## src/rtl/fp_align_stage.sv

```systemverilog
// fp_align_stage: operand-alignment stage of the floating-point adder.
// Stage 1 unpacks both operands, orders them by magnitude and registers the
// exponent difference. Stage 2 right-shifts the smaller significand with
// guard/round/sticky retention. Both stages use valid/ready flow control.
// Optional build macro FP_ALIGN_FTZ_EN: flush subnormal inputs to signed zero.
module fp_align_stage #(
    parameter int EXP_W = 8,
    parameter int MAN_W = 23
) (
    input  logic                   clk,
    input  logic                   rst_n,
    input  logic                   in_valid,
    output logic                   in_ready,
    input  logic [EXP_W+MAN_W:0]   a,
    input  logic [EXP_W+MAN_W:0]   b,
    input  logic                   op_sub,
    output logic                   out_valid,
    input  logic                   out_ready,
    output logic [EXP_W-1:0]       out_exp,
    output logic [MAN_W+3:0]       out_man_l,
    output logic [MAN_W+3:0]       out_man_s,
    output logic                   out_sign_l,
    output logic                   out_sign_s,
    output logic                   out_eff_sub,
    output logic                   out_swapped,
    output logic                   out_nan,
    output logic                   out_inf
);
    localparam int SIG_W = MAN_W + 4;
    localparam int W     = EXP_W + MAN_W + 1;

    // Flow control
    logic s2_adv_s;

    // Stage 1 unpacked fields
    logic [EXP_W-1:0] exp_a_s, exp_b_s, eexp_a_s, eexp_b_s;
    logic [MAN_W-1:0] frac_a_s, frac_b_s;
    logic             sign_a_s, sign_b_s, swap_s;
    logic             nan_a_s, nan_b_s, inf_a_s, inf_b_s, nan_s;
    logic [SIG_W-1:0] sig_a_s, sig_b_s;

    // Stage 1 registers
    logic             s1_valid_d, s1_valid_q;
    logic [EXP_W-1:0] s1_diff_d, s1_diff_q, s1_exp_d, s1_exp_q;
    logic [SIG_W-1:0] s1_sig_l_d, s1_sig_l_q, s1_sig_s_d, s1_sig_s_q;
    logic             s1_sign_l_d, s1_sign_l_q, s1_sign_s_d, s1_sign_s_q;
    logic             s1_swap_d, s1_swap_q, s1_nan_d, s1_nan_q, s1_inf_d, s1_inf_q;

    // Stage 2 alignment and registers
    logic [SIG_W-1:0] lost_s, man_s_s;
    logic             s2_valid_d, s2_valid_q;
    logic [EXP_W-1:0] s2_exp_d, s2_exp_q;
    logic [SIG_W-1:0] s2_man_l_d, s2_man_l_q, s2_man_s_d, s2_man_s_q;
    logic             s2_sign_l_d, s2_sign_l_q, s2_sign_s_d, s2_sign_s_q;
    logic             s2_swap_d, s2_swap_q, s2_nan_d, s2_nan_q, s2_inf_d, s2_inf_q;

    // A full output stage frees up when downstream takes it; stage 1 follows
    assign s2_adv_s = !s2_valid_q || out_ready;
    assign in_ready = !s1_valid_q || s2_adv_s;

    // Field extraction, with optional flush of subnormals to signed zero
    always_comb begin
        sign_a_s = a[W-1];
        sign_b_s = b[W-1] ^ op_sub;
        exp_a_s  = a[W-2 -: EXP_W];
        exp_b_s  = b[W-2 -: EXP_W];
        frac_a_s = a[MAN_W-1:0];
        frac_b_s = b[MAN_W-1:0];
`ifdef FP_ALIGN_FTZ_EN
        if (exp_a_s == {EXP_W{1'b0}}) frac_a_s = {MAN_W{1'b0}};
        else                          frac_a_s = a[MAN_W-1:0];
        if (exp_b_s == {EXP_W{1'b0}}) frac_b_s = {MAN_W{1'b0}};
        else                          frac_b_s = b[MAN_W-1:0];
`endif
    end

    // Unpack significands, classify specials and order operands by magnitude
    always_comb begin
        eexp_a_s = (exp_a_s == {EXP_W{1'b0}}) ? {{(EXP_W-1){1'b0}}, 1'b1} : exp_a_s;
        eexp_b_s = (exp_b_s == {EXP_W{1'b0}}) ? {{(EXP_W-1){1'b0}}, 1'b1} : exp_b_s;
        sig_a_s  = {(exp_a_s != {EXP_W{1'b0}}), frac_a_s, 3'b000};
        sig_b_s  = {(exp_b_s != {EXP_W{1'b0}}), frac_b_s, 3'b000};
        nan_a_s  = (exp_a_s == {EXP_W{1'b1}}) && (frac_a_s != {MAN_W{1'b0}});
        nan_b_s  = (exp_b_s == {EXP_W{1'b1}}) && (frac_b_s != {MAN_W{1'b0}});
        inf_a_s  = (exp_a_s == {EXP_W{1'b1}}) && (frac_a_s == {MAN_W{1'b0}});
        inf_b_s  = (exp_b_s == {EXP_W{1'b1}}) && (frac_b_s == {MAN_W{1'b0}});
        // Inf - Inf (after sign adjustment) has no meaningful result
        nan_s    = nan_a_s || nan_b_s || (inf_a_s && inf_b_s && (sign_a_s ^ sign_b_s));
        // Equal magnitudes keep A as the larger operand
        swap_s   = {exp_b_s, frac_b_s} > {exp_a_s, frac_a_s};
    end

    // Stage 1 next state: load on accepted input, otherwise hold
    always_comb begin
        s1_valid_d  = in_ready ? in_valid : s1_valid_q;
        s1_diff_d   = s1_diff_q;
        s1_exp_d    = s1_exp_q;
        s1_sig_l_d  = s1_sig_l_q;
        s1_sig_s_d  = s1_sig_s_q;
        s1_sign_l_d = s1_sign_l_q;
        s1_sign_s_d = s1_sign_s_q;
        s1_swap_d   = s1_swap_q;
        s1_nan_d    = s1_nan_q;
        s1_inf_d    = s1_inf_q;
        if (in_valid && in_ready) begin
            s1_swap_d   = swap_s;
            s1_nan_d    = nan_s;
            s1_inf_d    = (inf_a_s || inf_b_s) && !nan_s;
            if (swap_s) begin
                s1_exp_d    = eexp_b_s;
                s1_diff_d   = eexp_b_s - eexp_a_s;
                s1_sig_l_d  = sig_b_s;
                s1_sig_s_d  = sig_a_s;
                s1_sign_l_d = sign_b_s;
                s1_sign_s_d = sign_a_s;
            end else begin
                s1_exp_d    = eexp_a_s;
                s1_diff_d   = eexp_a_s - eexp_b_s;
                s1_sig_l_d  = sig_a_s;
                s1_sig_s_d  = sig_b_s;
                s1_sign_l_d = sign_a_s;
                s1_sign_s_d = sign_b_s;
            end
        end else begin
            s1_swap_d = s1_swap_q;
        end
    end

    // Right-shift the smaller significand, folding lost bits into the sticky bit
    always_comb begin
        lost_s  = {SIG_W{1'b0}};
        man_s_s = s1_sig_s_q;
        if (int'(s1_diff_q) >= SIG_W) begin
            man_s_s = {{(SIG_W-1){1'b0}}, |s1_sig_s_q};
        end else begin
            lost_s     = s1_sig_s_q & ~({SIG_W{1'b1}} << s1_diff_q);
            man_s_s    = s1_sig_s_q >> s1_diff_q;
            man_s_s[0] = man_s_s[0] | (|lost_s);
        end
    end

    // Stage 2 next state: advance stage 1 content when the output slot frees
    always_comb begin
        s2_valid_d  = s2_adv_s ? s1_valid_q : s2_valid_q;
        s2_exp_d    = s2_exp_q;
        s2_man_l_d  = s2_man_l_q;
        s2_man_s_d  = s2_man_s_q;
        s2_sign_l_d = s2_sign_l_q;
        s2_sign_s_d = s2_sign_s_q;
        s2_swap_d   = s2_swap_q;
        s2_nan_d    = s2_nan_q;
        s2_inf_d    = s2_inf_q;
        if (s2_adv_s && s1_valid_q) begin
            s2_exp_d    = s1_exp_q;
            s2_man_l_d  = s1_sig_l_q;
            s2_man_s_d  = man_s_s;
            s2_sign_l_d = s1_sign_l_q;
            s2_sign_s_d = s1_sign_s_q;
            s2_swap_d   = s1_swap_q;
            s2_nan_d    = s1_nan_q;
            s2_inf_d    = s1_inf_q;
        end else begin
            s2_swap_d = s2_swap_q;
        end
    end

    // Pipeline registers; reset discards any in-flight data
    always_ff @(posedge clk or negedge rst_n) begin
        if (!rst_n) begin
            s1_valid_q  <= 1'b0;
            s1_diff_q   <= {EXP_W{1'b0}};
            s1_exp_q    <= {EXP_W{1'b0}};
            s1_sig_l_q  <= {SIG_W{1'b0}};
            s1_sig_s_q  <= {SIG_W{1'b0}};
            s1_sign_l_q <= 1'b0;
            s1_sign_s_q <= 1'b0;
            s1_swap_q   <= 1'b0;
            s1_nan_q    <= 1'b0;
            s1_inf_q    <= 1'b0;
            s2_valid_q  <= 1'b0;
            s2_exp_q    <= {EXP_W{1'b0}};
            s2_man_l_q  <= {SIG_W{1'b0}};
            s2_man_s_q  <= {SIG_W{1'b0}};
            s2_sign_l_q <= 1'b0;
            s2_sign_s_q <= 1'b0;
            s2_swap_q   <= 1'b0;
            s2_nan_q    <= 1'b0;
            s2_inf_q    <= 1'b0;
        end else begin
            s1_valid_q  <= s1_valid_d;
            s1_diff_q   <= s1_diff_d;
            s1_exp_q    <= s1_exp_d;
            s1_sig_l_q  <= s1_sig_l_d;
            s1_sig_s_q  <= s1_sig_s_d;
            s1_sign_l_q <= s1_sign_l_d;
            s1_sign_s_q <= s1_sign_s_d;
            s1_swap_q   <= s1_swap_d;
            s1_nan_q    <= s1_nan_d;
            s1_inf_q    <= s1_inf_d;
            s2_valid_q  <= s2_valid_d;
            s2_exp_q    <= s2_exp_d;
            s2_man_l_q  <= s2_man_l_d;
            s2_man_s_q  <= s2_man_s_d;
            s2_sign_l_q <= s2_sign_l_d;
            s2_sign_s_q <= s2_sign_s_d;
            s2_swap_q   <= s2_swap_d;
            s2_nan_q    <= s2_nan_d;
            s2_inf_q    <= s2_inf_d;
        end
    end

    assign out_valid   = s2_valid_q;
    assign out_exp     = s2_exp_q;
    assign out_man_l   = s2_man_l_q;
    assign out_man_s   = s2_man_s_q;
    assign out_sign_l  = s2_sign_l_q;
    assign out_sign_s  = s2_sign_s_q;
    assign out_eff_sub = s2_sign_l_q ^ s2_sign_s_q;
    assign out_swapped = s2_swap_q;
    assign out_nan     = s2_nan_q;
    assign out_inf     = s2_inf_q;

endmodule

```

## config.mk

```make
export PLATFORM = sky130hd
export DESIGN_NAME = fp_align_stage
export DESIGN_NICKNAME = d
export VERILOG_FILES = /design/src/rtl/fp_align_stage.sv
export SDC_FILE = /design/constraint.sdc
export NUM_CORES = 1
export LEC_CHECK = 0
export BUFFER_PORTS_ARGS = -buffer_cell sky130_fd_sc_hd__buf_2
export CELL_PAD_IN_SITES_DETAIL_PLACEMENT = 1
export CELL_PAD_IN_SITES_GLOBAL_PLACEMENT = 1
export CORE_UTILIZATION = 35
export DETAILED_ROUTE_END_ITERATION = 10
export HOLD_SLACK_MARGIN = 0.06
export PLACE_DENSITY_LB_ADDON = 0.1
export SKIP_CTS_REPAIR_TIMING = 1
export SLEW_MARGIN = 20
export SYNTH_ARGS = -nofsm -noshare
export SYNTH_HDL_FRONTEND = slang
export SYNTH_SLANG_ARGS = --single-unit
```

## constraint.sdc

```tcl
create_clock -name clk -period 2.6 [get_ports clk]
set_input_delay 0.26 -clock clk [delete_from_list [all_inputs] [get_ports clk]]
set_output_delay 0.26 -clock clk [all_outputs]
set_load 0.02 [all_outputs]
```

# Word level (Yosys, flattened, before mapping)
# Index checks and enable logic that the tools add are counted.
op_classes:
  n_reduce_logical: 27
  bitwise_logic: 6
  n_mux: 9
  magnitude_cmp: 2
  shift: 2
  n_eq_ne: 2
  n_addsub: 2
ops:
  columns: ["operator", "count"]
  rows:
  - ["27-bit two-way mux", 3]
  - ["27-bit OR reduction", 2]
  - ["23-bit logical NOT", 2]
  - ["23-bit nonzero test", 2]
  - ["8-bit two-way mux", 4]
  - ["31-bit > comparator", 1]
  - ["27-bit bitwise AND", 1]
  - ["27-bit inverter", 1]
  - ["27-bit by 8-bit << shifter with 27-bit output, first input constant", 1]
  - ["27-bit by 8-bit right shift with 27-bit output", 1]
  - ["8-bit equality test, second input constant", 2]
  - ["8-bit logical NOT", 2]
  - ["8-bit nonzero test", 2]
  - ["8-bit subtractor", 2]
  - ["1-bit logical AND", 9]
  - ["8-bit by 5-bit greater-or-equal comparator with 1-bit output, second input constant", 1]
  - ["1-bit logical OR", 5]
  - ["1-bit logical NOT", 3]
  - ["1-bit bitwise XOR", 3]
  - ["1-bit two-way mux", 2]
  - ["1-bit OR", 1]
totals:
  output_inout_bits: 70
  register_bits: 144
  inputBits: 69

# Depth between registers and ports, before layout
depth:
  ltp_word: 7
  ltp_mapped: 15
  depth_no_buf: 15

# Worst setup path before layout
# Ideal clock, no wire load.
synth_timing:
  path_type: "input to register"
  from: "input b[26]"
  to: "register s1_diff_q[6]"
  setup_slack_ns: 0.134
  arrival_ns: 2.334
  cell_stages: 13
  t_required_ns: 2.468
  path_cell_list: "or4_1 nor2_1 nor2_1 ha_1 fa_1 nor2b_1 o21ai_0 nand2b_1 a21o_1 a21oi_1 mux2i_1 xnor2_1 o21ai_1"
synth_between:
  elab_chain_len: 4
  elab_cells_between_ends: 6
  classes_between: "add/sub: 2; order compare: 1; mux: 2; reduce/logical: 1"
synth_lines:
  columns: ["item", "line", "rtl"]
  rows:
  - ["start: declaration", "15", "input logic [EXP_W+MAN_W:0] b,"]
  - ["8-bit logical NOT", "80", "eexp_b_s = (exp_b_s == {EXP_W{1'b0}}) ? {{(EXP_W-1){1'b0}}, 1'b1} : exp_b_s;"]
  - ["8-bit two-way mux", "80", null]
  - ["8-bit subtractor, on equally long branches", "118, 111", null]
  - ["8-bit two-way mux *", "109", "if (swap_s) begin"]
  - ["end signal: assignment", "171", "s1_diff_q <= {EXP_W{1'b0}};"]
  - ["end signal: assignment", "191", "s1_diff_q <= s1_diff_d;"]
  - ["end: declaration", "44", "logic [EXP_W-1:0] s1_diff_d, s1_diff_q, s1_exp_d, s1_exp_q;"]
# Every way passes the cells marked *; elsewhere a longest branch is shown, timed or not.
# A chain may end at the register's enable or synchronous reset.

# Worst setup path in the final report
layout_timing:
  from: "register s1_diff_q[7]"
  to: "register s2_man_s_q[3], in the netlist out_man_s[3]"
layout_between:
  elab_chain_len: 2
  elab_cells_between_ends: 3
  classes_between: "order compare: 1; shift: 1; mux: 1"
layout_lines:
  columns: ["item", "line", "rtl"]
  rows:
  - ["27-bit by 8-bit right shift with 27-bit output / 8-bit by 5-bit greater-or-equal comparator with 1-bit output (equally long branches)", "137, 133", null]
  - ["27-bit two-way mux *", "133", "if (int'(s1_diff_q) >= SIG_W) begin"]
  - ["end signal: assignment", "183", "s2_man_s_q <= {SIG_W{1'b0}};"]
  - ["end signal: assignment", "203", "s2_man_s_q <= s2_man_s_d;"]
  - ["end: declaration", "53", "logic [SIG_W-1:0] s2_man_l_d, s2_man_l_q, s2_man_s_d, s2_man_s_q;"]
# Marks and branches as above.

==> results_dict.tcl <==
set metrics [dict create \
    wire_per_inst_um 18.7 \
    power_density_mw_per_mm2 755 \
    final_common_cell "sky130_fd_sc_hd__buf_2" \
    timing_worst_setup_path_type "flop to flop" \
    globalplace.congestion 0.873 \
    netlist-cell-type-count 64 \
    ff_latch_area_sq_mm 0.00338 \
    fp.coreArea_sq_mm 0.0244 \
    finalCoreUtilization_pct 46.1 \
    busiest_layer "met2" \
    critical_path_start_type "flop" \
    period_needed_ns 2.42 \
    placed_cells_incl_taps 1516 \
    grt_pass1_vias 8472 \
    clk-insertion-delay-late_ns 0.43 \
    post_layout_net_count 1328 \
    dpl_worst_slack_ns -0.226 \
    timing.max_cap.violations 0 \
    dp.final_hpwl_mm 22.3 \
    global_routing_usage_on_met2_pct 39.0 \
    clock_tree_from_tritoncts "yes" \
    drt_drc_violations_left 0 \
    slowest_delay_ns 0.50 \
    totalPowerFinal_mw 8.50 \
    tritoncts_num_sinks 135 \
    grt_start_max_net_pins 69 \
    wirelength_mm 28.9 \
    antenna_violating_nets_post_route 0 \
    cts_inserted_buffers 17 \
    vias_per_cell 5.23 \
    worst-endpoint-required_ns 2.94 \
    gate_count_after_technology_mapping 991 \
    clk_root_buffer_cell "sky130_fd_sc_hd__clkbuf_16" \
    hold_viol 0 \
    worstMarginPinSlew_ns 0.709 \
    cts.htree.levels 4 \
    slew-limit-headroom_pct 52.7 \
    run_status "finished clean" \
    clock.fmax_ghz 0.413 \
    nFillCells 2944 \
    timing.critical_path.max_delay_family "compound AO/OA/AOI/OAI gates" \
    seq_total_area_yosys_pct 38.7 \
    critPathSlowestCell "sky130_fd_sc_hd__o21ai_0" \
    yosysWarningCount 0 \
    synthesis.area_per_instance_sq_um 8.81 \
    timing.critical_path.cells "or2_1, buf_4, nor2_1, a21oi_1, o21ai_0, a21oi_1, o22a_1, o21ai_0" \
    worstSetupPathDepth 8 \
    grt_antenna_before_repair 0 \
    layout_worst_path_cycle_share_pct 93.1 \
    critical_path_buffer_and_inverter_count 1 \
    final_cell_mix "134 x sky130_fd_sc_hd__buf_2, 133 x sky130_fd_sc_hd__dfrtp_1, 133 x sky130_fd_sc_hd__buf_4, 125 x sky130_fd_sc_hd__nand2_1, 72 x sky130_fd_sc_hd__nor2_1" \
    first_pass_iters 5 \
    synth-seq-cells 135 \
    dieHeight_um 160 \
    synthFlopType "sky130_fd_sc_hd__dfrtp_1" \
    io-pin-count 139 \
    cp_max_fo 14 \
    worst_r2r_path_depth 8 \
    sort_of_element_at_the_end_of_the_critical_path "flop" \
    insertedDiodeCount 0 \
    grt_overflow_total 0 \
    dieArea_sq_mm 0.0256 \
    track_usage_pct 23.4 \
    num_rows 57 \
    rsz0062_at_grt "no" \
    portBuffers 135 \
    async_reset_ff_share_pct 100 \
    syn_area_sq_mm 0.00873 \
    setup_viol_count_final 0 \
    timing_max_transition_violations_final 0 \
    timing.final.ws_setup_ns 0.180 \
    cts.path.max_buffers 2 \
    leakage_power_nw 5.51 \
    area_delta_synth_final_pct 29.0 \
    grt_met1_usage_pct 32.0 \
    first_pass_grt_wire_length_mm 47.1 \
    multiInputGateArea_sq_mm 0.00485 \
    die_w_um 160 \
    fin_worst_skew_ns 0.0149 \
    instances_no_fill 1548 \
    worst_hold_path_type "input pin to flop" \
    worst_hold_depth 2 \
    critPathArrivalTime_ns 2.76 \
    routed-via-count 8089 \
    detailed_route_iter0_violations 376 \
    final_layout_size_suffix_gt1_share_pct 30.6 \
    clkTransAtPathRegs_ns 0.07 \
    met3_usage_pct 3.12 \
    floorplan.initialDensity_pct 35.8 \
    synth-edff-count 0 \
    largest_vdd_supply_drop_mv 0.333 \
]
[Yosys cell counts, types with 14 or more instances]
cell type | count | area share (%)
sky130_fd_sc_hd__nand2_1 | 127 | 5.5
sky130_fd_sc_hd__dfrtp_1 | 135 | 39
sky130_fd_sc_hd__ha_1 | 45 | 6.5
sky130_fd_sc_hd__nor4_1 | 14 | 1.0
sky130_fd_sc_hd__o21ai_1 | 65 | 3.7
sky130_fd_sc_hd__mux2_2 | 47 | 6.1
sky130_fd_sc_hd__o21ai_0 | 55 | 3.2
sky130_fd_sc_hd__inv_1 | 48 | 2.1
sky130_fd_sc_hd__nand3_1 | 24 | 1.4
sky130_fd_sc_hd__mux2i_1 | 62 | 7.1
sky130_fd_sc_hd__nor2_1 | 73 | 3.1
sky130_fd_sc_hd__clkbuf_1 | 52 | 2.2
sky130_fd_sc_hd__a21oi_1 | 70 | 4.0
sky130_fd_sc_hd__nor3_1 | 14 | 0.80
[cells by family (layout without fill, tap and decap cells)]
kind of cell | Yosys count | in the layout | share of synthesized area (%)
other cells | 1 | 3 | 0.0430
compound gates | 261 | 261 | 17.4
xor+xnor | 8 | 8 | 0.803
buf+inv | 128 | 359 | 6.24
simple gates | 295 | 295 | 15.2
mux | 116 | 116 | 14.6
fa+ha+maj | 47 | 47 | 6.91
flops | 135 | 135 | 38.7
[metal layers]
layer | part of all wire, % | up-vias
met3 | 3.0 | 24
met4 | 1.2 | 0
met5 | 0 | -
met1 | 48 | 3979
met2 | 48 | 143
li1 | - | 3943
[through the flow]
step	hold slack, ns	setup TNS [ns]	area [sq um]
global placement	0.331	-6.33	10600
detailed placement	0.338	-6.43	10600
CTS	-0.126	-0.00696	11200
finish	0.0946	0	11300
floorplan	-0.0356	0	8730
global route	0.104	0	11300
[layout make-up]
type	count	share of cell area (%)
inverters	51	1.72
clock inverters	14	1.35
multi-input cells	730	43.1
repair buffers	277	16.4
flip-flops and latches	135	30.0
well taps	324	3.60
clock buffers	17	3.78
[state kept, by name (all words and copies together) (netlist names), 8 cells and up]
name	flops
out_man_s	27
out_man_l	24
s1_sig_l_q	24
s1_sig_s_q	24
out_exp	8
s1_diff_q	8
s1_exp_q	8
[final timing paths]
path	slack, ns	startpoint	endpoint
worst max-delay path	0.18	s1_diff_q[7]	out_man_s[3]
worst min register to register	0.47	out_man_s[2]	out_man_s[2]
worst min-delay path	0.09	in_valid	s1_valid_q
max in group asynchronous	1.43	rst_n	s1_diff_q[0]
min in group asynchronous	0.41	rst_n	out_man_l[8]
worst max register to register	0.18	s1_diff_q[7]	out_man_s[3]
[where the power goes]
part | total (mW) | internal (mW) | leakage [nW] | switching (mW)
clock network | 2.47 | 1.42 | 0.280 | 1.05
registers | 2.83 | 2.50 | 1.70 | 0.331
logic | 3.21 | 1.33 | 3.54 | 1.88
total | 8.50 | 5.24 | 5.51 | 3.26
(Power assumes the default switching activity.)
